$ cat config.mk
export PLATFORM = sky130hd
export DESIGN_NAME = totient_sequencer
export DESIGN_NICKNAME = d
export VERILOG_FILES = /design/src/rtl/totient_sequencer.sv
export SDC_FILE = /design/constraint.sdc
export NUM_CORES = 1
export LEC_CHECK = 0
export CORE_MARGIN = 1.5
export CORE_UTILIZATION = 61
export DETAILED_ROUTE_END_ITERATION = 16
export PLACE_DENSITY = 0.88
export SYNTH_ARGS = -nofsm -noshare
export SYNTH_HDL_FRONTEND = slang
export SYNTH_SLANG_ARGS = --single-unit
$ cat constraint.sdc
create_clock -name clk_0 -period 4.2 [get_ports clk_0]
set_clock_uncertainty 0.2 [all_clocks]
set_input_delay 1.26 -clock clk_0 [delete_from_list [all_inputs] [get_ports clk_0]]
set_output_delay 1.26 -clock clk_0 [all_outputs]
set_load 0.01 [all_outputs]
$ cat src/rtl/totient_sequencer.sv
// totient_sequencer: walks n = 1..N_MAX, counts k in 1..n with gcd(n,k)==1 by repeated subtraction,
// publishes phi(n) on a registered bus and a hex 7-segment digit. Optional is_prime output under TOTIENT_PRIME_FLAG_EN.
module totient_sequencer #(
    parameter int WIDTH = 4,
    parameter int N_MAX = 15,
    parameter int DWELL = 0
) (
    input  logic             clk_0,
    input  logic             R,
    input  logic             run,
    output logic [WIDTH-1:0] n_out,
    output logic [WIDTH-1:0] phi_out,
    output logic             phi_valid,
    output logic             busy,
    output logic             wrap,
    output logic             A,
    output logic             B,
    output logic             C,
    output logic             D,
    output logic             E,
    output logic             F,
    output logic             G
`ifdef TOTIENT_PRIME_FLAG_EN
    ,
    output logic             is_prime
`endif
);
    localparam int DW = (DWELL > 0) ? $clog2(DWELL + 1) : 1;
    localparam logic [DW-1:0] DWELL_V = DW'(DWELL);
    localparam logic [WIDTH-1:0] ONE = WIDTH'(1);
    localparam logic [WIDTH-1:0] LAST = WIDTH'(N_MAX);

    typedef enum logic [2:0] {IDLE, LOAD, GCD, ACC, SHOW} state_t;

    state_t           state_q, state_d;
    logic [WIDTH-1:0] n_q, n_d, k_q, k_d, cnt_q, cnt_d, a_q, a_d, b_q, b_d;
    logic [WIDTH-1:0] n_out_q, n_out_d, phi_q, phi_d, cnt_inc;
    logic             valid_q, valid_d, wrap_q, wrap_d, seen_q, seen_d;
    logic [DW-1:0]    dwell_q, dwell_d;
    logic [6:0]       seg;
`ifdef TOTIENT_PRIME_FLAG_EN
    logic             prime_q, prime_d;
`endif

    // a_q holds the gcd once the subtraction loop has converged
    assign cnt_inc = cnt_q + WIDTH'(a_q == ONE);

    always_comb begin
        state_d = state_q;
        n_d     = n_q;
        k_d     = k_q;
        cnt_d   = cnt_q;
        a_d     = a_q;
        b_d     = b_q;
        n_out_d = n_out_q;
        phi_d   = phi_q;
        valid_d = 1'b0;
        wrap_d  = 1'b0;
        seen_d  = seen_q;
        dwell_d = dwell_q;
`ifdef TOTIENT_PRIME_FLAG_EN
        prime_d = prime_q;
`endif
        case (state_q)
            IDLE: begin
                if (run) begin
                    state_d = LOAD;
                    k_d     = ONE;
                    cnt_d   = '0;
                end
            end
            LOAD: begin
                a_d     = n_q;
                b_d     = k_q;
                state_d = GCD;
            end
            GCD: begin
                if (a_q == b_q) state_d = ACC;
                else if (a_q > b_q) a_d = a_q - b_q;
                else b_d = b_q - a_q;
            end
            ACC: begin
                cnt_d = cnt_inc;
                if (k_q < n_q) begin
                    k_d     = k_q + ONE;
                    state_d = LOAD;
                end else begin
                    state_d = SHOW;
                    phi_d   = cnt_inc;
                    n_out_d = n_q;
                    valid_d = 1'b1;
                    wrap_d  = (n_q == ONE) && seen_q;
                    seen_d  = 1'b1;
                    dwell_d = '0;
`ifdef TOTIENT_PRIME_FLAG_EN
                    prime_d = (n_q > ONE) && (cnt_inc == n_q - ONE);
`endif
                end
            end
            SHOW: begin
                if (dwell_q == DWELL_V) begin
                    n_d     = (n_q == LAST) ? ONE : n_q + ONE;
                    k_d     = ONE;
                    cnt_d   = '0;
                    state_d = run ? LOAD : IDLE;
                end else begin
                    dwell_d = dwell_q + DW'(1);
                end
            end
            default: state_d = IDLE;
        endcase
    end

    always_ff @(posedge clk_0 or posedge R) begin
        if (R) begin
            state_q <= IDLE;
            n_q     <= ONE;
            k_q     <= '0;
            cnt_q   <= '0;
            a_q     <= '0;
            b_q     <= '0;
            n_out_q <= ONE;
            phi_q   <= ONE;
            valid_q <= 1'b0;
            wrap_q  <= 1'b0;
            seen_q  <= 1'b0;
            dwell_q <= '0;
`ifdef TOTIENT_PRIME_FLAG_EN
            prime_q <= 1'b0;
`endif
        end else begin
            state_q <= state_d;
            n_q     <= n_d;
            k_q     <= k_d;
            cnt_q   <= cnt_d;
            a_q     <= a_d;
            b_q     <= b_d;
            n_out_q <= n_out_d;
            phi_q   <= phi_d;
            valid_q <= valid_d;
            wrap_q  <= wrap_d;
            seen_q  <= seen_d;
            dwell_q <= dwell_d;
`ifdef TOTIENT_PRIME_FLAG_EN
            prime_q <= prime_d;
`endif
        end
    end

    always_comb begin
        case (4'(phi_q))
            4'h0: seg = 7'b1111110;
            4'h1: seg = 7'b0110000;
            4'h2: seg = 7'b1101101;
            4'h3: seg = 7'b1111001;
            4'h4: seg = 7'b0110011;
            4'h5: seg = 7'b1011011;
            4'h6: seg = 7'b1011111;
            4'h7: seg = 7'b1110000;
            4'h8: seg = 7'b1111111;
            4'h9: seg = 7'b1111011;
            4'hA: seg = 7'b1110111;
            4'hB: seg = 7'b0011111;
            4'hC: seg = 7'b1001110;
            4'hD: seg = 7'b0111101;
            4'hE: seg = 7'b1001111;
            default: seg = 7'b1000111;
        endcase
    end

    assign {A, B, C, D, E, F, G} = seg;
    assign n_out     = n_out_q;
    assign phi_out   = phi_q;
    assign phi_valid = valid_q;
    assign wrap      = wrap_q;
    assign busy      = (state_q != IDLE);
`ifdef TOTIENT_PRIME_FLAG_EN
    assign is_prime  = prime_q;
`endif
endmodule

==> run summary, run 1 <==
TritonCTS built the clock tree. The number of instances on the worst hold path came out at 1. The post-synthesis cell area is 2120 um2. The sink count of the clock tree was 34.

The arrival time of the worst setup path was 2.25 ns. For this block, the via count after detailed routing is 1604. The worst supply voltage drop on vdd was 0.392 mV; the final number of hold-violating endpoints was 0. Synthesized flop and latch total: 34.

The number of levels in the clock H-tree was 2; the final antenna-violating net count was 0. The post-synthesis area per instance is 9.68 um2, and the share of flip-flops with an asynchronous set or reset after synthesis is 100%. The first global-routing pass estimated 6930 um of wire.

The total area inside the core boundary comes to 3340 um2. The logs give 0 for the max-slew violation count and 0 for the overflow left after global routing. For this run, the number of Yosys warnings is 0. The run gives 4170 um as the final routed wirelength across all metal layers.

The number of placed I/O pins was 21; the site row count was 21. The accumulated negative setup slack is 0 ns. After the first detailed-routing iteration, the DRC count stood at 98. The clock slew at the register clock pins of the worst setup and hold paths works out to 0.10 ns. The setup path with the least slack is of type register to output port. Headroom to the max-slew limit came out at 45.7%.

The power density over the cells is 729 nW/um2, and the clock share of power is 12.7%. The via count of the first global-routing pass is 1527. Via density per instance: 5.57. The run gives 270 MHz as the peak clock frequency supported by timing. For this configuration, the core starts out at a cell density of 63.6%. In the post-route analysis, the smallest setup slack over all paths is 0.492 ns. Internal power: 1020 uW.

The most instantiated flip-flop cell in the synthesis netlist is sky130_fd_sc_hd__dfrtp_1. The count of TritonRoute iterations in the first routing pass is 5, and the arithmetic-cell share of the synthesized area counting full adders, half adders and majority gates is 14.9%. The number of enable-type register cells in the synthesized netlist was 0; the number of cells on the worst reg-to-reg path was 9. The switching power as a share of total power was 42.7%. In this run, post-CTS repair resized a total of 0 instances. The number of logic stages on the critical path including buffering is 6. The tools report the kind of launch point of the worst setup path as a register.

Sequential cells burn 32.8% of the power. The logs give 35 for the maximum number of pins on one net before global-route repair and 0.00112 uW for the leakage power summed over all cells. The congestion estimate from routability-driven global placement came to 0.935. Summing the areas of all compound-gate instances in the mapped netlist gives 15.8% of the synthesized area.

In the global route stage, overall resource usage came out at 25.4%. For the placement-stage worst setup slack, the log shows 0.867 ns. At the pin with the least slew margin, the transition time is 0.809 ns. Synthesis produced a netlist with a net count of 246. Walking the worst path, the cells encountered are inv_1 -> ha_1 -> nand2_1 -> a21boi_0 -> o21ai_0 -> clkdlybuf4s50_1.

The synthesis-to-finish area growth is 14.7%, and the combined buffer and inverter count along the critical path is 2. The cell family contributing the most delay on the critical path is buffers and inverters. Fraction of synthesized area in multiplexers: 8.08%. Data on the critical path is required at its endpoint by 2.74 ns.

Detailed placement finished with a half-perimeter wire length of 3080 um. The clock period minus final worst setup slack is 3.71 ns, and the number of max-cap violations is 0. The logs give 0 for the number of buffers inserted for hold repair after clock tree synthesis and 0 for the number of setup violations in the final report.

After the last flow step, the layout net total stands at 268. The type of the tightest min-delay check was register to register. The flow ran to the end, and the final reports show no timing, DRC or antenna violations. During placement, the flow inserted port buffers numbering 20.

In the routed design, unresolved DRC markers number 0. Sequential elements use 40.3% of the synthesized area. Setup repair after global routing left no endpoint under its margin.

The run gives 2 as the worst-case clock buffer depth. On the worst path, the slowest cell contributes a delay of 0.60 ns. After Yosys synthesis, and, or, nand and nor cells account for 13.2% of the synthesized area.

The area share of xor/xnor cells in the synthesized design was 2.89%. For the slack of the worst reg-to-reg path, the log shows 1.60 ns. The cell chosen for the clock root was sky130_fd_sc_hd__clkbuf_4.

The critical-path maximum fanout is 7, and the number of inserted filler cells in the final layout is 259. The run gives 219 as the count of mapped cells out of synthesis. The slowest stage of the critical path is the sky130_fd_sc_hd__dfstp_2 cell.

The number of antenna violations at the first check in global routing was 0; the number of different library cells in the post-synthesis netlist was 41. At the later pin of the worst-skew pair, clock insertion delay measures 0.35 ns. The worst hold margin was 0.286 ns. STA classifies the critical path endpoint as an output port.

Post-CTS timing repair inserted 0 buffers for setup. After detailed routing, the average wire length per cell comes to 14.5 um. The share of the clock period used by the worst path works out to 88.3%. From left edge to right edge, the die measures 62.0 um. In the final layout, the share of cells above drive strength 1 is 10.3%. The largest family of logic cells by synthesized area was compound AO/OA/AOI/OAI gates.

In this run the power spent charging and discharging nets is 756 uW. The logs give 0 for the number of diodes added for antenna fixing and 54.5% for the combinational share of power. The tools report the total clock buffers created by CTS as 5.

From bottom edge to top edge, the die measures 62.0 um. The run gives 3840 um2 as the die footprint.
-- layout make-up --
cell class	instances	area (um2)	share of cell area, %
clock buffers	8	78.8	3.24
repair buffers	21	208	8.54
inverters	19	71.3	2.93
well taps	46	57.6	2.37
flip-flops and latches	34	855	35.1
multi-input cells	160	1160	47.8
-- cells by family after synthesis --
kind of cell / Yosys count
simple gates: 59
compound gates: 54
flops: 34
buf+inv: 25
fa+ha+maj: 24
mux: 16
xor+xnor: 7
-- synth_stat cells (all sizes together), types with 2 or more instances --
library cell | instances | area, um2
dfstp | 3 | 78.8
buf | 4 | 25.0
o21ai | 21 | 109
clkbuf | 2 | 7.51
a211oi | 2 | 15.0
dfrtp | 31 | 776
a31oi | 3 | 18.8
o21a | 4 | 30.0
nand4 | 3 | 18.8
nor2 | 15 | 56.3
nand3 | 6 | 30.0
a21oi | 14 | 73.8
and2 | 2 | 15.0
xnor2 | 3 | 26.3
fa | 2 | 40.0
nand2b | 6 | 37.5
ha | 22 | 275
xor2 | 4 | 35.0
mux2i | 7 | 70.1
a22o | 3 | 26.3
inv | 19 | 71.3
a21o | 2 | 15.0
nand2 | 20 | 75.1
mux2 | 9 | 101
-- cells in the final DEF, fill, tap and decap left out, types with 3 or more instances in the layout --
master	n
sky130_fd_sc_hd__dfrtp_1	31
sky130_fd_sc_hd__ha_1	22
sky130_fd_sc_hd__nand2_1	20
sky130_fd_sc_hd__clkdlybuf4s50_1	20
sky130_fd_sc_hd__inv_1	19
sky130_fd_sc_hd__o21ai_0	19
sky130_fd_sc_hd__nor2_1	15
sky130_fd_sc_hd__a21oi_1	13
sky130_fd_sc_hd__mux2_2	9
sky130_fd_sc_hd__mux2i_1	7
sky130_fd_sc_hd__nand2b_1	6
sky130_fd_sc_hd__nand3_1	6
sky130_fd_sc_hd__clkbuf_4	5
sky130_fd_sc_hd__o21a_1	4
sky130_fd_sc_hd__xor2_1	4
sky130_fd_sc_hd__a22o_1	3
sky130_fd_sc_hd__xnor2_1	3
sky130_fd_sc_hd__nand4_1	3
sky130_fd_sc_hd__a31oi_1	3
sky130_fd_sc_hd__clkbuf_8	3
sky130_fd_sc_hd__dfstp_2	3
-- flip-flops by register name (all words and copies together), names as in the netlist --
name       cells
b_q            4
state_q        3
phi_out        4
k_q            4
phi_valid      1
seen_q         1
n_out          4
n_q            4
wrap           1
cnt_q          4
a_q            4
-- power groups by stage --
stage                     sequential (uW)  combinational (uW)  clock [uW]
after CTS                             581                 966         230
after floorplan                       557                 678           0
after global placement                579                 926           0
after global routing                  605                1080         242
after detailed placement              587                 956           0
final                                 582                 966         225
-- metal layers --
metal | vias up | global-route usage, % | part of all wire [%] | wire (um)
met3 | 6 | 6.21 | 5.6 | 234
met2 | 41 | 38.5 | 48 | 2000
met5 | - | 0 | 0 | 0
met1 | 759 | 35.1 | 45 | 1870
li1 | 798 | - | - | -
met4 | 0 | 10.0 | 1.5 | 63
-- path summary, 6_finish.rpt --
path,from,end
setup / recovery,phi_out[0],D
hold / removal,seen_q,seen_q
setup reg to reg,a_q[0],b_q[2]
hold reg to reg,seen_q,seen_q
max in group asynchronous,R,n_q[0]
min in group asynchronous,R,n_q[1]
-- metrics by stage --
| stage | utilization [%] | power, uW | instances | area (um2) |
|---|---|---|---|---|
| 4_1_cts | 72.9 | 1780 | 288 | 2430 |
| 3_5_place_dp | 70.5 | 1540 | 280 | 2350 |
| 3_3_place_gp | 70.5 | 1500 | 280 | 2350 |
| 6_report | 72.9 | 1770 | 288 | 2430 |
| 2_1_floorplan | - | 1240 | 219 | 2120 |
| 5_1_grt | 72.9 | 1930 | 288 | 2430 |
-- worst register-to-register path, cell delays in order, from the launching register on --
cell                       delay [ns]
sky130_fd_sc_hd__dfrtp_1         0.39
sky130_fd_sc_hd__inv_1           0.11
sky130_fd_sc_hd__ha_1            0.15
sky130_fd_sc_hd__inv_1           0.06
sky130_fd_sc_hd__fa_1            0.41
sky130_fd_sc_hd__a21o_1          0.21
sky130_fd_sc_hd__a21oi_1         0.24
sky130_fd_sc_hd__a31oi_1         0.29
sky130_fd_sc_hd__a211oi_1        0.34
sky130_fd_sc_hd__a21oi_1         0.07
Power figures use the tool's default switching activity.
==> run 2, diff against run 1 <==
--- a/config.mk
+++ b/config.mk
@@ -8,6 +8,8 @@
 export CORE_MARGIN = 1.5
 export CORE_UTILIZATION = 61
 export DETAILED_ROUTE_END_ITERATION = 16
+export HOLD_SLACK_MARGIN = 0.02
+export MAX_ROUTING_LAYER = met4
 export PLACE_DENSITY = 0.88
 export SYNTH_ARGS = -nofsm -noshare
 export SYNTH_HDL_FRONTEND = slang
==> run summary, run 2 (same netlist as run 1, synthesis figures left out) <==
The count of TritonRoute iterations in the first routing pass is 4, and the insertion delay of the later-clocked pin in the worst-skew pair is 0.35 ns. Final routed wirelength across all metal layers: 4180 um. Across the run, the number of max-cap violations was 0. The worst register-to-register path has a depth of 9. Detailed routing inserted a total of 1614 vias. CTS placed an instance of sky130_fd_sc_hd__clkbuf_4 at the clock tree root.

The aggregate global-route resource usage came out at 26.2%. In this run the remaining antenna-violating nets after routing total 0. The run gives 0 ns as the accumulated negative setup slack. The final number of hold-violating endpoints was 0. The height of the die was 62.0 um.

The tools report the number of placed instances, taps included as 280. For the slack of the worst reg-to-reg path, the log shows 1.59 ns. The total of cells resized after clock tree synthesis came out at 0. The analysis attributes to cell leakage a power of 0.00112 uW.

The worst setup path is captured at an output port. The library cell used most frequently in the layout, excluding fill and tap cells, is sky130_fd_sc_hd__dfrtp_1. Timing analysis after detailed placement gives a worst setup slack of 0.867 ns. Kind of launch point of the worst setup path: a register. For this run the aggregate overflow at the end of global routing stands at 0. The share of post-route cells with drive strength above 1 is 10.3%.

After the first detailed-routing iteration, the DRC count stood at 85. The wire length per cell is 14.5 um. The HPWL reported at the end of detailed placement is 3080 um. From left edge to right edge, the die measures 62.0 um. In this run the power density over the cells is 731 nW/um2. In this run the tool buffered the top-level ports with 20 buffer cells. The clock slew at the register clock pins of the worst setup and hold paths is 0.10 ns, and the number of antenna violations at the first check in global routing is 0. Counting the buffers created by CTS gives 5. Die footprint: 3840 um2.

After layout, the design draws a total of 1780 uW. For the number of placed I/O pins, the log shows 21. The global-route wire length before repair is 6940 um, and the arrival time of the worst setup path is 2.26 ns. The tree built by TritonCTS fans out to 34 sinks. The tools report the worst flop-to-flop path startpoint as a_q[0]. After detailed routing, the number of vias per cell comes to 5.60. The worst pin sits at a relative slew slack of 45.9%.

The area of the core is 3340 um2. The area growth from synthesis to layout is 14.7%. The number of setup buffers added after CTS is 0. Derived from the worst setup path, the maximum achievable clock frequency is 269 MHz. In the layout the commonest cells are 31 x sky130_fd_sc_hd__dfrtp_1, 22 x sky130_fd_sc_hd__ha_1, 20 x sky130_fd_sc_hd__nand2_1, 20 x sky130_fd_sc_hd__clkdlybuf4s50_1. TritonCTS built the clock tree. The worst register-to-register path ends at b_q[2]. The logs give 63.6% for the initial core utilization and 0 for the DRC violation count after routing. The pin slew with the least headroom to its limit was 0.806 ns; the final critical-path setup slack was 0.479 ns. For the number of levels in the clock H-tree, the log shows 2.

The worst setup path is of the register to output port kind. The worst hold path belongs to the class register to register. The number of buffers inserted for hold repair after clock tree synthesis came out at 0. The flow ran to the end, and the final reports show no timing, DRC or antenna violations. Of the available clock period, the critical path in the final layout requires 88.6%. The tools report the origin of the worst setup path as phi_out[0].

The max-slew violation count came out at 0. The worst-case clock buffer depth is 2, and the critical-path maximum fanout is 7. The clock period minus final worst setup slack works out to 3.72 ns. Setup violations remaining at the end of the flow were counted as 0.

The worst supply voltage drop on vdd was 0.398 mV. Once layout is complete, the utilization of the core stands at 72.9%. The number of diodes added for antenna fixing was 0. Setup repair after global routing left no endpoint under its margin.

The run gives 1526 as the via count of the first global-routing pass. The post-route non-filler standard cell count was 288. The placer congestion estimate is 0.952. Following the worst setup path forward leads to its endpoint at D. Number of inserted filler cells in the final layout: 259.

The number of nets in the layout was 268. The initialized floorplan defines 21 standard-cell rows. Entering global routing, the biggest net connects 35 pins. Data on the critical path is required at its endpoint by 2.74 ns.
## run 2: cell counts in the layout (fill, tap and decap cells not counted)
No cell type changed its count.
## run 2: where the power goes
| part | leakage, uW | switching (uW) | internal (uW) |
|---|---|---|---|
| clock | 0.0000446 | 112 | 114 |
| sequential | 0.000436 | 139 | 443 |
| combinational | 0.000643 | 509 | 459 |
## run 2: per-stage QoR
stage | cell area, um2 | hold WS (ns)
finish | 2430 | 0.286
global route | 2430 | 0.334
CTS | 2430 | 0.290
detailed placement | 2350 | 0.261
global placement | 2350 | 0.252
floorplan | 2120 | 0.234
## run 2: how the worst min path moves through the flow
| stage | startpoint | to | slack [ns] | cells after the start |
|---|---|---|---|---|
| 2_1_floorplan | seen_q | seen_q | 0.23 | 1 |
| 3_3_place_gp | seen_q | seen_q | 0.25 | 1 |
| 3_5_place_dp | seen_q | seen_q | 0.26 | 1 |
| 4_1_cts | seen_q | seen_q | 0.29 | 1 |
| 5_1_grt | n_out[3] | n_out[3] | 0.33 | 1 |
| 6_report | seen_q | seen_q | 0.29 | 1 |
## run 2: critical path, stage by stage, from the launching register on
cell,delay (ns)
sky130_fd_sc_hd__dfstp_2,0.60
sky130_fd_sc_hd__inv_1,0.11
sky130_fd_sc_hd__ha_1,0.29
sky130_fd_sc_hd__nand2_1,0.07
sky130_fd_sc_hd__a21boi_0,0.14
sky130_fd_sc_hd__o21ai_0,0.14
sky130_fd_sc_hd__clkdlybuf4s50_1,0.56
## run 2: metal layers
metal / vias up / wire, um / track usage, %
met4: 0 / 82 / 10.0
li1: 798 / - / -
met3: 7 / 160 / 6.21
met2: 37 / 1980 / 38.5
met1: 772 / 1960 / 35.1
met5: - / 0 / -
## run 2: layout make-up
| class | instances | area [um2] | area share (%) |
|---|---|---|---|
| multi-input combinational | 160 | 1160 | 47.8 |
| sequential | 34 | 855 | 35.1 |
| timing repair buffer | 21 | 208 | 8.54 |
| clock buffer | 8 | 78.8 | 3.24 |
| inverter | 19 | 71.3 | 2.93 |
| tap | 46 | 57.6 | 2.37 |
==> run 3, diff against run 2 <==
--- a/config.mk
+++ b/config.mk
@@ -5,8 +5,10 @@
 export SDC_FILE = /design/constraint.sdc
 export NUM_CORES = 1
 export LEC_CHECK = 0
+export ABC_AREA = 0
 export CORE_MARGIN = 1.5
 export CORE_UTILIZATION = 61
+export CTS_CLUSTER_DIAMETER = 30
 export DETAILED_ROUTE_END_ITERATION = 16
 export HOLD_SLACK_MARGIN = 0.02
 export MAX_ROUTING_LAYER = met4
==> results of run 3 <==
The final DEF is identical to that of run 2; final timing and power are the same.
